<file path="config.mk">
export PLATFORM = sky130hd
export DESIGN_NAME = teamd_rx_sequencer
export DESIGN_NICKNAME = d
export VERILOG_FILES = /design/src/rtl/teamd_rx_sequencer.sv
export SDC_FILE = /design/constraint.sdc
export NUM_CORES = 1
export LEC_CHECK = 0
export BUFFER_PORTS_ARGS = -buffer_cell sky130_fd_sc_hd__buf_4
export CORE_ASPECT_RATIO = 1.1
export CORE_MARGIN = 4
export CORE_UTILIZATION = 50
export CTS_CLUSTER_DIAMETER = 30
export DETAILED_ROUTE_END_ITERATION = 8
export GPL_TIMING_DRIVEN = 1
export PLACE_DENSITY = 0.71
export SETUP_SLACK_MARGIN = 0.3
export SYNTH_ARGS = -nofsm -noshare
export SYNTH_HDL_FRONTEND = slang
export SYNTH_SLANG_ARGS = --single-unit
export TNS_END_PERCENT = 100
</file>
<file path="constraint.sdc">
create_clock -name CLK -period 4.21 [get_ports CLK]
set_input_delay 1.263 -clock CLK [delete_from_list [all_inputs] [get_ports CLK]]
set_output_delay 1.263 -clock CLK [all_outputs]
set_load 0.05 [all_outputs]
</file>
<file path="src/rtl/teamd_rx_sequencer.sv">
// teamd_rx_sequencer: 7-bit async serial receiver with frame check, held data register and overrun detect
// Ports: CLK clock; nReset sync active-low reset; En receive enable; Rx async serial line (idle high);
//        Ack consumer acknowledge; iD received data; Valid unacknowledged frame held;
//        iLoad / FrameErr / Overrun one-cycle event pulses; Busy FSM not idle.
// Optional parity bit (even parity over data + parity) with `define TEAMD_RX_PARITY_EN.
module teamd_rx_sequencer #(
  parameter int DIV = 8
) (
  input  logic       CLK,
  input  logic       nReset,
  input  logic       En,
  input  logic       Rx,
  input  logic       Ack,
  output logic [6:0] iD,
  output logic       Valid,
  output logic       iLoad,
  output logic       FrameErr,
  output logic       Overrun,
  output logic       Busy
);
  localparam int TW = $clog2(DIV);
  localparam logic [TW-1:0] HALF = TW'(DIV / 2 - 1);
  localparam logic [TW-1:0] FULL = TW'(DIV - 1);
`ifdef TEAMD_RX_PARITY_EN
  typedef enum logic [2:0] {IDLE, START, DATA, PAR, STOP} state_t;
  logic par;
`else
  typedef enum logic [1:0] {IDLE, START, DATA, STOP} state_t;
`endif
  state_t state, state_n;
  logic rx_m, rx_s, rx_p, tz, fall, done, good, load;
  logic [TW-1:0] tmr;
  logic [2:0] cnt;
  logic [6:0] sh;
  assign tz = tmr == '0;
  assign fall = rx_p & ~rx_s;
  assign done = En && state == STOP && tz;
`ifdef TEAMD_RX_PARITY_EN
  assign good = rx_s & ~(^{sh, par});
`else
  assign good = rx_s;
`endif
  // A held frame may be replaced only when it is acknowledged in the same cycle.
  assign load = done & good & (~Valid | Ack);
  assign Busy = state != IDLE;
  always_ff @(posedge CLK) state <= nReset ? state_n : IDLE;
  always_comb begin
    state_n = state;
    if (!En) state_n = IDLE;
    else
      case (state)
        IDLE:  if (fall) state_n = START;
        START: if (tz) state_n = rx_s ? IDLE : DATA;
`ifdef TEAMD_RX_PARITY_EN
        DATA:  if (tz && cnt == 3'd6) state_n = PAR;
        PAR:   if (tz) state_n = STOP;
`else
        DATA:  if (tz && cnt == 3'd6) state_n = STOP;
`endif
        STOP:  if (tz) state_n = IDLE;
        default: state_n = IDLE;
      endcase
  end
  always_ff @(posedge CLK) begin
    if (!nReset) begin
      {rx_m, rx_s, rx_p} <= '1;
      tmr <= '0;
      cnt <= '0;
      sh <= '0;
      iD <= '0;
      Valid <= 1'b0;
      iLoad <= 1'b0;
      FrameErr <= 1'b0;
      Overrun <= 1'b0;
`ifdef TEAMD_RX_PARITY_EN
      par <= 1'b0;
`endif
    end else begin
      rx_m <= Rx;
      rx_s <= rx_m;
      rx_p <= rx_s;
      iLoad <= load;
      FrameErr <= done & ~good;
      Overrun <= done & good & Valid & ~Ack;
      Valid <= load | (Valid & ~Ack);
      if (load) iD <= sh;
      // Timer parks at 0 outside a frame; reload only when the FSM moves on to another bit.
      if (!En) tmr <= '0;
      else if (state == IDLE) tmr <= fall ? HALF : tmr;
      else if (!tz) tmr <= tmr - 1'b1;
      else if (state_n != IDLE) tmr <= FULL;
      if (En && tz && state == START) cnt <= '0;
      if (En && tz && state == DATA) begin
        sh <= {rx_s, sh[6:1]};
        cnt <= cnt + 1'b1;
      end
`ifdef TEAMD_RX_PARITY_EN
      if (En && tz && state == PAR) par <= rx_s;
`endif
    end
  end
endmodule

</file>
* Word level (Yosys, flattened, before mapping)
Cells that the tools add are included.
** Storage, ports and cells
- Bits in registers :: 29
** Operators by class
- Multiplexer cells :: 13
- Add/subtract/negate cells :: 2
- Equality and inequality tests :: 6
- Bitwise logic cells :: 12
- Reductions and logical operators :: 13
** Operators with widths (count)
- $mux W3 :: 6
- $mux W2 :: 6
- $pmux W2 S4 :: 1
- $and A1 B1 Y1 :: 7
- $logic_and A1 B1 Y1 :: 6
- $reduce_bool A2 Y1 :: 3
- $eq A2 B2 Y1 const B :: 2
- $reduce_and A2 Y1 :: 2
- $add A3 B1 Y3 const B :: 1
- $eq A3 B3 Y1 const B :: 1
- $logic_not A3 Y1 :: 1
- $ne A3 B1 Y1 const B :: 1
- $not A1 Y1 :: 3
- $sub A3 B1 Y3 const B :: 1
- $eq A2 B1 Y1 const B :: 1
- $logic_not A2 Y1 :: 1
- $ne A2 B2 Y1 const B :: 1
- $or A1 B1 Y1 :: 2

* Longest topological paths before layout
Gate-level depths: netlist of the first run.
- Depth after elaboration :: 9
- Depth in mapped cells :: 7
- Mapped depth without buffers :: 6

* Least setup slack after synthesis of the first run
No wires, ideal clock.
- Path kind :: reg2out
- From :: register state[0]
- To :: output Busy
- Data arrival time :: 923 ps
- Cell stages (with the launch flop) :: 4
- Slack :: 2024 ps
- Buffers on the path :: 1
- Required time :: 2947 ps
- Cell sequence :: dfxtp_1 -> buf_2 -> nor2_2 -> inv_1
** Between the ends
- Cells in the longest elaborated chain, start to end :: 1
** RTL lines
- start: declaration :: line 30 : state_t state, state_n;
- start signal: assignment :: line 46 : always_ff @(posedge CLK) state <= nReset ? state_n : IDLE;
- $reduce_bool A2 Y1 :: line 45 : assign Busy = state != IDLE;
- end: declaration :: line 19 : output logic Busy
No other way between the ends.

* Worst setup path after layout of the first run
Same ends and word-level chain as after synthesis.

==> results of run 1 <==
power breakdown:
part | internal (W) | switching [W] | leakage (nW)
logic | 0.00000953 | 0.0000144 | 0.277
clock network | 0.0000664 | 0.0000900 | 0.0265
registers | 0.000276 | 0.00000219 | 0.234
cells in the final DEF, fill, tap and decap left out, types with 4 or more instances in the layout:
cell type	count
nor2b_1	11
ha_1	4
clkbuf_4	5
buf_4	16
mux2i_1	7
inv_1	6
nor3_1	4
dfxtp_1	29
nand3_1	9
a21oi_1	8
nand2_1	16
o21ai_1	7
nor2_1	5
synth_stat cells (all sizes together), types with 2 or more instances:
cell    count  share of area
nand2      16          0.048
dfxtp      29           0.46
o21ai      10          0.040
inv         6          0.018
a21boi      2          0.012
o22ai       2         0.0099
buf         4          0.025
a21oi       8          0.032
nor3        5          0.029
nor2b      11          0.055
a221oi      2          0.014
clkbuf      3         0.0090
nand2b      3          0.015
nand3       9          0.036
ha          4          0.040
nor2        6          0.020
mux2i       7          0.056
a21o        2          0.012
path summary, 6_finish.rpt:
| path | from | end | slack (ns) | cells past startpoint |
|---|---|---|---|---|
| hold / removal | rx_m$_SDFF_PN1_ | good$_SDFF_PN1_ | 0.42 | 1 |
| setup reg to reg | tmr[0]$_SDFFE_PN0P_ | sh[3]$_SDFFE_PN0P_ | 2.46 | 6 |
| hold reg to reg | rx_m$_SDFF_PN1_ | good$_SDFF_PN1_ | 0.42 | 1 |
| setup / recovery | state[0]$_SDFF_PN0_ | Busy | 1.61 | 3 |
per-stage QoR:
| stage | hold slack (ns) | util | instance area, um^2 |
|---|---|---|---|
| 3_5_place_dp | 0.3979 | 0.5917 | 1373 |
| 3_3_place_gp | 0.4080 | 0.5917 | 1373 |
| 4_1_cts | 0.4216 | 0.6127 | 1421 |
| 6_report | 0.4160 | 0.6127 | 1421 |
| 2_1_floorplan | 0.3863 | - | 1257 |
| 5_1_grt | 0.4539 | 0.6127 | 1421 |
flip-flops by register name (all words and copies together), names as in the netlist:
register  flops
Valid         1
rx_m          1
cnt           3
tmr           3
state         2
sh            7
iD            7
Overrun       1
rx_p          1
good          1
FrameErr      1
iLoad         1
cell type report:
class,instances,share of cell area
flip-flops and latches,29,0.4085
repair buffers,16,0.08451
clock buffers,8,0.03433
well taps,30,0.02641
inverters,6,0.01585
multi-input cells,97,0.4305
cell families (layout without fill, tap and decap cells):
logic type               count (synthesis)  in the layout
AND/OR/NAND/NOR                         56             56
AO/OA/AOI/OAI                           30             30
flip-flops                              29             29
buffers and inverters                   13             30
multiplexers                             7              7
adder cells (fa/ha/maj)                  4              4
critical path, stage by stage (launching register included):
cell and delay [ns]:
dfxtp_1 0.61, nor2_2 0.12, inv_1 0.08, buf_4 0.19
layer usage:
layer | GRT usage | part of all wire | up-vias
met5 | 0 | 0 | -
met4 | 0.1085 | 0.028 | 0
met3 | 0.06596 | 0.047 | 9
met2 | 0.3260 | 0.51 | 17
met1 | 0.1551 | 0.41 | 474
li1 | - | - | 508
==> metrics.cfg, run 1 <==
[logic_synthesis]
synth_cell_type_count = 33
ys_seq_elements = 29
yosysSeqAreaShare = 0.4617
synth_cells = 139
syn_area_um2 = 1257
synth-edff-count = 0
syn_nets = 148
syn_area_per_cell_um2 = 9.046
synth_warnings = 0
synth_top_family_by_area = simple AND/OR/NAND/NOR gates
synth_compound_area_frac = 0.1463
synth_xor_area_frac = 0
synthSimpleGateAreaFrac = 0.2448
muxShareOfSynthArea = 0.05572
synthFlopType = dfxtp_1
synthArstFlopShare = 0
synth_fa_ha_area_frac = 0.03980

[sta]
rsz0062_at_grt = no
slew_violations = 0
setup_tns_ns = 0
hold_viol = 0
setup_slack_ns = 1.612
slew_headroom = 0.6725
max_freq_mhz = 384.9
min_period_ns = 2.598
worst_slew_pin_slew_ns = 0.4897
finClkSkew_ns = 0.01075
fin_crit_sh = 0.6171
setup_viol = 0

[clock_network]
cts_sinks = 29
hold_buffers = 0
cts_tree = done
cts_resized = 0
path_clk_slew_ns = 0.09
post-cts-setup-buffer-count = 0
cts.htree.levels = 2
clk_latency_ns = 0.33
cts_buffer_depth = 2
cts_root_buf = clkbuf_4
cts_made_buffers = 5

[power]
p_per_area_nw_per_um2 = 322.7
ir_drop_mv = 0.2497
finalPower_w = 0.0004587
leakage_nw = 0.5374

[global_route]
track_usage = 0.1709
grt_start_max_net_pins = 34
antenna_found_initial = 0
grt_remaining_overflow = 0
grt_pass1_wl_um = 4395
grt_pass1_vias = 1081

[floorplan]
core_um2 = 2320
die_w_um = 55.82
dieHeight_um = 60.60
initial_core_util = 0.5421
pin_count = 17
die_area_um2 = 3382
rows = 18

[critical_path]
critPathLaunchType = flop
arrival_ns = 1.34
worstSetupPathType = reg -> out
cp-end-kind = output pin
path_max_fanout = 13
critical_path_required_ns = 2.95

[routing]
vias = 1008
via_per_inst = 5.419
wl_per_cell_um = 13.00
ant_nets = 0
drtIter0Drc = 24
drc = 0
dr.pass1.iters = 4
wl_um = 2418

[placement]
numPortBuffers = 16
hpwlAfterDp_um = 1728
dpl_worst_slack_ns = 1.967
place_inst = 178
place_congestion = 0.7276

[finish]
final_cells = 186
antennaDiodeCount = 0
nNetsFinal = 164
n_fill_cell = 214
seqCellArea_um2 = 580.6
multi_input_area_um2 = 611.8
drive_above_1_share = 0.1603
area_growth_pct = 13.03

[min_path]
worstHoldPathType = reg -> reg

[status]
status = finished clean

[run]
max_cap_violations = 0

No activity file was read; power rests on OpenSTA's default activity.
==> inputs of run 2 (changes only) <==
clock period = 2.6 ns   (was 4.21 ns; I/O delays follow)
==> run 2 against run 1 <==
Count of clock-buffer cells in the layout decreased by 1; critical endpoint unchanged; power increased by 66%; via count shrank 1.6%.
==> metrics.cfg, run 2 (synthesis gave the netlist of run 1 again) <==
[sta]
slew_headroom = 0.6698  ; -0.002656
slew_violations = 0  ; unchanged
fin_crit_sh = 0.8078
hold_viol = 0  ; unchanged
worst_slew_pin_slew_ns = 0.4937  ; +0.003972 ns
setup_slack_ns = 0.4997  ; -1.112 ns
finClkSkew_ns = 0.001173  ; -0.009576 ns
max_freq_mhz = 476.1
rsz0062_at_grt = no
min_period_ns = 2.100
setup_tns_ns = 0  ; unchanged
setup_viol = 0  ; unchanged

[routing]
ant_nets = 0  ; unchanged
vias = 992  ; -1.6%
wl_per_cell_um = 13.04  ; +0.33%
wl_um = 2413  ; -0.21%
drtIter0Drc = 29  ; +21%
drc = 0  ; unchanged
via_per_inst = 5.362  ; -1.1%
dr.pass1.iters = 4  ; unchanged

[placement]
post_dp_cell_area_um2 = 1373  ; unchanged
numPortBuffers = 16  ; unchanged
hpwlAfterDp_um = 1736  ; +0.45%
dpl_worst_slack_ns = 0.8359  ; -1.131 ns
place_congestion = 0.7323  ; +0.65%

[critical_path]
r2r-start = tmr[0]$_SDFFE_PN0P_
critPathLaunchType = flop
crit_chain = nor2_2 -> inv_1 -> buf_4
critPathLaunch = state[0]$_SDFF_PN0_
worst-path-buf-inv = 2  ; unchanged
max_stage_delay_ns = 0.61  ; about the same
worstSetupPathType = reg -> out
path_max_fanout = 13  ; unchanged
cp-end-kind = output pin
critical_path_required_ns = 1.82  ; -1.13 ns
cp_top_family = flip-flops
crit_slowest_cell = dfxtp_1
arrival_ns = 1.32  ; -0.02 ns

[finish]
area_growth_pct = 13.53
antennaDiodeCount = 0  ; unchanged
layout_common_cells = 29 x dfxtp_1, 16 x nand2_1, 16 x buf_4
n_fill_cell = 221  ; +3.3%
layout_commonest_cell = dfxtp_1
nNetsFinal = 164  ; unchanged
design_area_um2 = 1428  ; +0.44%
utilization = 0.6154  ; +0.002697
top_regs = iD: 7 flops, sh: 7 flops
drive_above_1_share = 0.1677  ; +0.007486

[floorplan]
die_area_um2 = 3382  ; unchanged
pin_count = 17  ; unchanged
core_um2 = 2320  ; unchanged
rows = 18  ; unchanged
initial_core_util = 0.5421  ; unchanged
die_w_um = 55.82  ; unchanged
dieHeight_um = 60.60  ; unchanged

[clock_network]
cts_root_buf = clkbuf_4
cts_tree = done
cts_buffer_depth = 2  ; unchanged
post-cts-setup-buffer-count = 0  ; unchanged
path_clk_slew_ns = 0.08  ; about the same
hold_buffers = 0  ; unchanged
cts_made_buffers = 5  ; unchanged
cts_resized = 0  ; unchanged
cts.htree.levels = 2  ; unchanged
cts_sinks = 29  ; unchanged
clk_latency_ns = 0.32  ; about the same

[min_path]
hp-start = rx_m$_SDFF_PN1_
worstHoldPathType = reg -> reg

[global_route]
grt_remaining_overflow = 0  ; unchanged
grt_pass1_vias = 1010  ; -6.6%
track_usage = 0.1646  ; -0.006306
antenna_found_initial = 0  ; unchanged
grt_start_max_net_pins = 34  ; unchanged
grt_pass1_wl_um = 4222  ; -3.9%

[power]
leakage_nw = 0.5422  ; +0.90%
ir_drop_mv = 0.3554  ; +42%
finalPower_w = 0.0007609  ; +66%
p_per_area_nw_per_um2 = 533.0  ; +65%

[status]
status = finished clean

[run]
max_cap_violations = 0  ; unchanged

run 2: changes by cell type in the layout (fill, tap and decap cells not counted), sizes merged:
cell	change
clkbuf	-1
run 2: worst paths after layout:
kind,to,slack (ns),cells after the start
setup / recovery,Busy,0.50,3
hold / removal,good$_SDFF_PN1_,0.42,1
setup reg to reg,sh[4]$_SDFFE_PN0P_,0.85,6
hold reg to reg,good$_SDFF_PN1_,0.42,1
run 2: layout make-up:
type                    instances  area (um^2)  area share
flip-flops and latches         29        580.6      0.4067
multi-input cells              97        611.8      0.4286
clock buffers                   7        55.05     0.03856
repair buffers                 16        120.1     0.08414
inverters                       6        22.52     0.01578
well taps                      30        37.54     0.02629
run 2: layer usage:
metal	share of wire	wire [um]	vias to the layer above	track usage
met5	0	0	-	0
met4	0.012	29	0	0.08136
met3	0.055	132	4	0.07872
met2	0.53	1285	17	0.3125
met1	0.40	965	463	0.1501
li1	-	-	508	-
run 2: worst reg2reg max path: stages (launching register included):
cell	delay, ns
dfxtp_1	0.32
inv_1	0.10
ha_1	0.25
and2b_4	0.22
and4_1	0.45
mux2i_1	0.24
nor2b_1	0.07
run 2: metrics by stage:
step | instances | hold slack [ns]
final | 185 | 0.4186
after global routing | 185 | 0.4538
after CTS | 185 | 0.4240
after detailed placement | 178 | 0.3988
after global placement | 178 | 0.4084
after floorplan | 139 | 0.3863
run 2: report_power, final:
part	internal, W	switching [W]
sequential	0.000447	0.00000346
combinational	0.0000154	0.0000235
clock	0.000127	0.000144
total	0.000590	0.000171
==> inputs of run 3 (changes only) <==
PLACE_DENSITY = 0.74   (was 0.71)
clock period = 1.7 ns   (was 2.6 ns; I/O delays follow)
==> run 3 against run 2 <==
Power is 79% higher; non-clock buffer count is 12 higher; flip-flop and latch count stayed put; clock skew is 0.0048 ns higher; sequential power is 52% higher; sequential share of layout area is 5.1 points lower; die area stayed put; count of clock-buffer cells in the layout stayed put; critical path type unchanged; largest power group unchanged.
==> metrics.cfg, run 3 (synthesis gave the netlist of run 1 again) <==
[finish]
area_growth_pct = 33.93
drive_above_1_share = 0.3690  ; +0.2013
utilization = 0.7260  ; +0.1106
nNetsFinal = 176  ; +7.3%
final_cells = 198  ; +7.0%
layout_commonest_cell = dfxtp_1
n_fill_cell = 186  ; -16%
layout_common_cells = 18 x dfxtp_1, 16 x nand2_1, 16 x buf_4
top_regs = iD: 7 flops, sh: 7 flops
antennaDiodeCount = 0  ; unchanged

[status]
status = finished clean

[sta]
fin_crit_sh = 0.9236
max_freq_mhz = 636.9
setup_tns_ns = 0  ; unchanged
hold_viol = 0  ; unchanged
setup_viol = 0  ; unchanged
finClkSkew_ns = 0.005928  ; +0.004755 ns
slew_headroom = 0.7846  ; +0.1148
min_period_ns = 1.570
rsz0062_at_grt = yes
worst_slew_pin_slew_ns = 0.3197  ; -0.1740 ns
slew_violations = 0  ; unchanged
whs_ns = 0.3649  ; -0.05369 ns

[placement]
hpwlAfterDp_um = 1692  ; -2.5%
numPortBuffers = 16  ; unchanged
place_congestion = 0.8356  ; +14%
place_inst = 182  ; +2.2%

[critical_path]
cp_top_family = flip-flops
max_stage_delay_ns = 0.36  ; -0.25 ns
cp-end-kind = output pin
arrival_ns = 1.06  ; -0.26 ns
crit_slowest_cell = dfxtp_4
path_max_fanout = 2  ; -11
r2r-start = tmr[0]$_SDFFE_PN0P_
worst-path-buf-inv = 2  ; unchanged
rr_worst_depth = 7  ; +1
worstSetupPathType = reg -> out
critPathLaunchType = flop
r2r_slack_ns = 0.27  ; -0.58 ns
r2r-end = sh[3]$_SDFFE_PN0P_
crit_chain = nor2_4 -> clkinvlp_4 -> buf_6
critical_path_required_ns = 1.19  ; -0.63 ns

[global_route]
grt_start_max_net_pins = 24  ; -29%
gr-usage-met3 = 0.07660  ; -0.002128
grt_pass1_wl_um = 4243  ; +0.50%
grt_remaining_overflow = 0  ; unchanged
gr-usage-met1 = 0.1660  ; +0.01588
grt_busiest_layer = met2
use_met2 = 0.2889  ; -0.02365
antenna_found_initial = 0  ; unchanged
track_usage = 0.1697  ; +0.005093
grt_pass1_vias = 983  ; -2.7%

[floorplan]
dieHeight_um = 60.60  ; unchanged
die_area_um2 = 3382  ; unchanged
core_um2 = 2320  ; unchanged
pin_count = 17  ; unchanged
initial_core_util = 0.5421  ; unchanged
rows = 18  ; unchanged
die_w_um = 55.82  ; unchanged

[clock_network]
cts.htree.levels = 2  ; unchanged
hold_buffers = 0  ; unchanged
cts_buffer_depth = 2  ; unchanged
cts_made_buffers = 5  ; unchanged
path_clk_slew_ns = 0.09  ; about the same
cts_tree = done
clk_latency_ns = 0.33  ; about the same
cts_root_buf = clkbuf_4
cts_sinks = 29  ; unchanged

[power]
leakage_nw = 0.6285  ; +16%
p_per_area_nw_per_um2 = 808.2  ; +52%
ir_drop_mv = 0.8772  ; +150%

[min_path]
hp-start = Rx
worstHoldPathType = in -> reg
hold_depth = 2  ; +1
holdPathEnd = rx_m$_SDFF_PN1_

[routing]
via_per_inst = 5.460  ; +1.8%
wl_per_cell_um = 13.75  ; +5.4%
wl_um = 2723  ; +13%
dr.pass1.iters = 4  ; unchanged
drtIter0Drc = 42  ; +45%
ant_nets = 0  ; unchanged
drc = 0  ; unchanged
vias = 1081  ; +9.0%

[run]
max_cap_violations = 0  ; unchanged

-- run 3: changes by cell type in the layout (fill, tap and decap cells not counted), moves of 2 or more --
cell and delta:
inv_2 +2, dfxtp_4 +2, inv_1 -3, buf_6 +11
dfxtp_1 -11, a221oi_1 -2, nor2_1 -2, dfxtp_2 +9
-- run 3: stage by stage --
step / area, um^2 / setup slack (ns) / total power (W)
floorplan: 1290 / 0.3094 / 0.0007489
global placement: 1438 / 0.1914 / 0.0007665
detailed placement: 1438 / 0.1768 / 0.0007685
CTS: 1597 / 0.1154 / 0.001367
global route: 1684 / 0.06605 / 0.001423
finish: 1684 / 0.1299 / 0.001361
-- run 3: area by class of cell --
| class | instances | area (um^2) | area share |
|---|---|---|---|
| clock inverters | 1 | 30.03 | 0.01783 |
| multi-input cells | 97 | 671.9 | 0.3990 |
| clock buffers | 7 | 55.05 | 0.03269 |
| well taps | 30 | 37.54 | 0.02229 |
| inverters | 6 | 26.28 | 0.01560 |
| repair buffers | 28 | 264.0 | 0.1568 |
| flip-flops and latches | 29 | 599.3 | 0.3559 |
-- run 3: how the worst max path moves through the flow --
stage                              from             endpoint  slack (ns)  cells after the start
floorplan           tmr[0]$_SDFFE_PN0P_   sh[6]$_SDFFE_PN0P_        0.31                      7
global placement    state[1]$_SDFF_PN0_  tmr[1]$_SDFFE_PN0P_        0.19                      4
detailed placement  state[1]$_SDFF_PN0_  tmr[1]$_SDFFE_PN0P_        0.18                      4
CTS                 state[1]$_SDFF_PN0_                 Busy        0.12                      3
global route        state[1]$_SDFF_PN0_                 Busy        0.07                      3
finish              state[1]$_SDFF_PN0_                 Busy        0.13                      3
-- run 3: timing repair --
item                       CTS  global route
pin swaps                    3             6
setup endpoints to repair   19            27
buffers inserted             6             2
resized for setup           12            23
-- run 3: power breakdown --
part	leakage (nW)	total (W)	switching, W	internal, W
Sequential	0.241	0.000686	0.00000476	0.000681
Combinational	0.343	0.0000840	0.0000454	0.0000386
Clock	0.0455	0.000591	0.000240	0.000351
Total	0.629	0.00136	0.000291	0.00107
-- run 3: per-layer routing --
metal,vias up,share of wire
li1,536,-
met1,491,0.40
met2,41,0.48
met3,13,0.079
met4,0,0.037
met5,-,0
-- run 3: worst register-to-register path: stages (launching register included) --
cell and delay [ns]:
dfxtp_2 0.33, inv_2 0.06, ha_4 0.15, and2b_4 0.18
and4_1 0.19, buf_6 0.15, mux2i_2 0.22, nor2b_1 0.06
